--- config.mk ---
export PLATFORM = sky130hd
export DESIGN_NAME = a2bus_read_responder
export DESIGN_NICKNAME = d
export VERILOG_FILES = /design/src/rtl/a2bus_read_responder.sv
export SDC_FILE = /design/constraint.sdc
export NUM_CORES = 1
export LEC_CHECK = 0
export ABC_AREA = 0
export CORE_UTILIZATION = 41
export CTS_BUF_LIST = sky130_fd_sc_hd__clkbuf_8
export DETAILED_ROUTE_END_ITERATION = 12
export PLACE_DENSITY_LB_ADDON = 0.2
export SYNTH_ARGS = -nofsm -noshare
export SYNTH_HDL_FRONTEND = slang
export SYNTH_SLANG_ARGS = --single-unit
--- constraint.sdc ---
create_clock -name clk_logic_i -period 1.65 [get_ports clk_logic_i]
set_clock_uncertainty 0.1 [all_clocks]
set_input_delay 0.495 -clock clk_logic_i [delete_from_list [all_inputs] [get_ports clk_logic_i]]
set_output_delay 0.495 -clock clk_logic_i [all_outputs]
set_load 0.05 [all_outputs]
--- src/rtl/a2bus_read_responder.sv ---
// Apple II read-cycle responder: arbitrates internal claimants and sequences the
// FPGA data-bus drive (output enable, data, hold after Phi0 fall, watchdog release).
module a2bus_read_responder #(
   parameter int unsigned NUM_REQ     = 4,
   parameter int unsigned CLAIM_COUNT = 4,
   parameter int unsigned DRIVE_START = 6,
   parameter int unsigned HOLD_COUNT  = 2,
   parameter int unsigned MAX_DRIVE   = 40
) (
   input  logic                 clk_logic_i,
   input  logic                 system_reset_n_i,
   input  logic                 enable_i,
   input  logic                 phi0_posedge_i,
   input  logic                 phi0_negedge_i,
   input  logic                 rw_n_i,
   input  logic [NUM_REQ-1:0]   req_i,
   input  logic [NUM_REQ*8-1:0] req_data_i,
   output logic [NUM_REQ-1:0]   grant_o,
   output logic [7:0]           d_o,
   output logic                 d_oe_o,
   output logic                 busy_o,
   output logic                 conflict_o,
   output logic [7:0]           conflict_count_o
);

   localparam int unsigned HoldW = (HOLD_COUNT > 1) ? $clog2(HOLD_COUNT) : 1;

   if (!(CLAIM_COUNT >= 1 && CLAIM_COUNT < DRIVE_START && DRIVE_START < MAX_DRIVE &&
         MAX_DRIVE <= 63 && HOLD_COUNT >= 1)) begin : g_param_check
      $error("a2bus_read_responder: invalid timing parameters");
   end

   typedef enum logic [2:0] {
      StIdle,
      StClaim,
      StWaitDrive,
      StDrive,
      StHold
   } state_e;

   state_e             state_q;
   logic [5:0]         cnt_q;
   logic [HoldW-1:0]   hold_cnt_q;
   logic [NUM_REQ-1:0] grant_q;
   logic [7:0]         d_q;
   logic               d_oe_q;
   logic               conflict_q;
   logic [7:0]         conflict_count_q;

   logic [NUM_REQ-1:0] req_first;
   logic               req_multi;
   logic [7:0]         sel_data;

   // Lowest set bit wins; more than one bit set means a conflict.
   assign req_first = req_i & (~req_i + NUM_REQ'(1));
   assign req_multi = (req_i & (req_i - NUM_REQ'(1))) != '0;

   always_comb begin
      sel_data = 8'h00;
      for (int k = 0; k < NUM_REQ; k++) begin
         if (grant_q[k]) begin
            sel_data = sel_data | req_data_i[8*k +: 8];
         end
      end
   end

   always_ff @(posedge clk_logic_i or negedge system_reset_n_i) begin
      if (!system_reset_n_i) begin
         state_q          <= StIdle;
         cnt_q            <= 6'd0;
         hold_cnt_q       <= '0;
         grant_q          <= '0;
         d_q              <= 8'h00;
         d_oe_q           <= 1'b0;
         conflict_q       <= 1'b0;
         conflict_count_q <= 8'h00;
      end else begin
         conflict_q <= 1'b0;

         if (phi0_posedge_i) begin
            cnt_q <= 6'd1;
         end else if (cnt_q != 6'd63) begin
            cnt_q <= cnt_q + 6'd1;
         end

         if (!enable_i) begin
            state_q <= StIdle;
            d_oe_q  <= 1'b0;
            grant_q <= '0;
         end else if (phi0_posedge_i) begin
            // A new bus cycle always ends any response still in flight.
            d_oe_q  <= 1'b0;
            grant_q <= '0;
            state_q <= rw_n_i ? StClaim : StIdle;
         end else begin
            unique case (state_q)
               StIdle: begin
               end

               StClaim: begin
                  if (phi0_negedge_i) begin
                     state_q <= StIdle;
                     grant_q <= '0;
                  end else if (req_i != '0) begin
                     grant_q <= req_first;
                     state_q <= StWaitDrive;
                     if (req_multi) begin
                        conflict_q <= 1'b1;
                        if (conflict_count_q != 8'hFF) begin
                           conflict_count_q <= conflict_count_q + 8'd1;
                        end
                     end
                  end else if (cnt_q == 6'(CLAIM_COUNT)) begin
                     state_q <= StIdle;
                  end
               end

               StWaitDrive: begin
                  if (phi0_negedge_i) begin
                     state_q <= StIdle;
                     grant_q <= '0;
                  end else begin
                     d_q <= sel_data;
                     if (cnt_q == 6'(DRIVE_START)) begin
                        state_q <= StDrive;
                        d_oe_q  <= 1'b1;
                     end
                  end
               end

               StDrive: begin
                  if (phi0_negedge_i) begin
                     state_q    <= StHold;
                     hold_cnt_q <= '0;
                  end else if (cnt_q == 6'(MAX_DRIVE)) begin
                     state_q <= StIdle;
                     d_oe_q  <= 1'b0;
                     grant_q <= '0;
                  end else begin
                     d_q <= sel_data;
                  end
               end

               StHold: begin
                  if (hold_cnt_q == HoldW'(HOLD_COUNT - 1)) begin
                     state_q <= StIdle;
                     d_oe_q  <= 1'b0;
                     grant_q <= '0;
                  end else begin
                     hold_cnt_q <= hold_cnt_q + HoldW'(1);
                  end
               end

               default: begin
                  state_q <= StIdle;
                  d_oe_q  <= 1'b0;
                  grant_q <= '0;
               end
            endcase
         end
      end
   end

   assign grant_o          = grant_q;
   assign d_o              = d_q;
   assign d_oe_o           = d_oe_q;
   assign busy_o           = (state_q != StIdle);
   assign conflict_o       = conflict_q;
   assign conflict_count_o = conflict_count_q;

endmodule

==> flow_summary.ini <==
[outcome]
status = finished with violations
violations = setup timing

[routing]
avgViaCountPerCell = 5.526
routed_wl_mm = 5.861
drc_errors = 0
via_count = 1890
first_pass_iters = 4
drt_iter0_markers = 103
wire_per_inst_um = 17.14
ant_nets = 0

[setup_path]
end_kind = flop
required_ns = 1.72
cp_max_fo = 8
cp.arrival_ns = 1.92
crit_path_start_kind = primary input
rrSetupSlack_ns = -0.19
crit_family = buffers and inverters
cp_cell_sequence = clkdlybuf4s50_1, inv_1, o21a_1, nor4_4, buf_6, mux2_4
path_buf_inv = 3
cp_slowest_cell = clkdlybuf4s50_1
critPathKind = primary input to flop
slowest_delay_ns = 0.49

[pwr]
combPwrFrac_pct = 33.4
power_frac_clock_pct = 26.9
ir_worst_vdd_uv = 982.1
p_switching_uw = 694.4
fin_total_pwr_mw = 2.286
p_int_mw = 1.592
seq_power_share_pct = 39.6
power.share.switching_pct = 30.37
power_leakage_nw = 1.457
power_per_cell_area_nw_per_um2 = 679.3

[yosys]
syn_inst = 175
synth.distinct_cells = 43
syn_nets = 221
async_flop_share_pct = 100.0
ys_seq_elements = 32
avgSynthCellArea_sq_um = 9.888
synth-main-ff-cell = dfrtp_1
synth_area_leader_cell = dfrtp_1
post-synth-top-area-fraction_pct = 46.28
synth_seq_area_share_pct = 46.28
synth_area_leaders = dfrtp_1, a22oi_1, a31oi_1, nor2_1, xnor2_1
synth_edf_count = 0
ys_warn_count = 0
synth_area_sq_um = 1730

[global_routing]
grt_first_pass_wirelength_mm = 7.997
grt_remaining_overflow = 0
grt_usage_pct = 24.46
grt_antenna_before_repair = 0
grt_pass1_vias = 1754
grt_max_degree = 33

[cells_and_area]
fin_cells = 342
diodes = 0
area.sequential_sq_um = 807.0
nFillCells = 220
drive_above_1_share_pct = 41.78
fin_util_pct = 83.54
nNetsFinal = 337
layout_common_cells = buf_4, clkdlybuf4s50_1, dfrtp_1
multi_input_area_sq_um = 1041
syn_to_final_growth_pct = 94.50
final_common_cell = buf_4

[sta]
fin_crit_ns = 1.845
slew_viol_final = 0
worst_pin_slew_ns = 0.3679
max_freq_ghz = 0.5421
hold_violations = 0
relSlewSlack_pct = 75.13
min_period_over_period_pct = 111.8
setup_ws_ns = -0.1946
setup_viol_count_final = 21
rsz0062_at_grt = true

[job]
cap_violations = 0

[min_path]
hold_path.class = primary input to async pin

[cts]
clock_path_buffers = 2
numClockSinks = 32
clk_pin_slew_ns = 0.07
cts_tree = done
htree_levels = 2
cts_buffers = 5
insertion_delay_ns = 0.29
cts_root_buf = clkbuf_8

[placement]
place_congestion = 0.8625
hpwl_mm = 3.533
dpl_worst_slack_ns = -0.6691
io_buffer_count = 64
placedCellCount = 318

[floorplanning]
die_w_um = 66.97
pin_count = 65
die_area_sq_um = 4484
start_util_pct = 42.95
row_count = 23
coreArea_sq_um = 4029
die_h_um = 66.97
==> worst register-to-register path, delay by kind of cell, from the launching register on <==
kind,cells,cell delay [ns]
adders and majority gates,1,0.17
buffers and inverters,1,0.17
DFF,1,0.43
muxes,1,0.30
and+or+nand+nor,3,0.57
==> per-layer routing <==
metal | wire, um | up-vias | GRT usage, % | part of all wire (%)
li1 | - | 890 | - | -
met1 | 2351 | 927 | 28.86 | 40
met2 | 3057 | 65 | 42.17 | 52
met3 | 385 | 8 | 5.822 | 6.6
met4 | 68 | 0 | 9.840 | 1.2
met5 | 0 | - | 0 | 0
==> repair_timing <==
item	in CTS	in global routing
setup endpoints to repair	25	25
buffers inserted	5	8
gates resized for setup	23	28
hold buffers	0	0
pin swaps	8	8
cloned	0	3
==> logic make-up (layout without fill, tap and decap cells) <==
logic type,count (synthesis),after routing,share of synthesized area (%)
mux,2,2,1.229
buf+inv,13,130,3.325
compound gates,51,51,19.96
simple gates,65,65,22.27
flops,32,32,46.28
xor+xnor,8,8,4.049
fa+ha+maj,4,4,2.892
==> per-stage QoR <==
stage | cell area [sq um] | hold WS, ns | TNS, ns
detailed placement | 2952 | 0.4681 | -11.94
finish | 3366 | 0.4664 | -2.174
CTS | 3132 | 0.4796 | -1.170
floorplan | 1774 | 0.09941 | -3.255
global route | 3366 | 0.4848 | -3.525
global placement | 2952 | 0.4550 | -11.25
==> Yosys cell counts (all sizes together) (2+ instances only) <==
cell,instances
dfrtp,32
nor2,20
a22oi,16
a31oi,12
a21oi,9
nand2,8
buf,7
nor3,7
xnor2,7
and3,6
nand3,6
inv,5
nand4,5
ha,4
nor4,3
o21ai,3
a21o,2
nand2b,2
nand4b,2
nor2b,2
==> cell type report <==
class / instances / share of cell area [%]
repair buffers: 117 / 39.93
multi-input cells: 130 / 30.93
flip-flops and latches: 32 / 23.98
clock buffers: 6 / 2.454
well taps: 50 / 1.859
inverters: 5 / 0.6320
clock inverters: 2 / 0.2230
==> flip-flops by register name, summed over array words and instances (netlist names) <==
signal,count
conflict_count_o,8
d_o,8
cnt_q,6
grant_o,4
state_q,3
conflict_o,1
d_oe_o,1
hold_cnt_q,1
==> final timing paths <==
check	depth (start not counted)	startpoint	endpoint
max	6	req_i[0]	conflict_count_o[1]
min	2	system_reset_n_i	d_oe_o
max reg2reg	6	conflict_count_o[0]	conflict_count_o[1]
min reg2reg	2	conflict_count_o[5]	conflict_count_o[5]
max in group asynchronous	2	system_reset_n_i	conflict_count_o[0]
min in group clk_logic_i	2	conflict_count_o[5]	conflict_count_o[5]
==> power groups by stage <==
| stage | Clock, mW | Sequential [mW] | Combinational, mW |
|---|---|---|---|
| after floorplan | 0 | 1.03 | 0.122 |
| after global placement | 0 | 0.898 | 0.657 |
| after detailed placement | 0 | 0.901 | 0.665 |
| after CTS | 0.622 | 0.893 | 0.705 |
| after global routing | 0.664 | 0.911 | 0.806 |
| final | 0.616 | 0.906 | 0.764 |
Power figures use the tool's default switching activity.
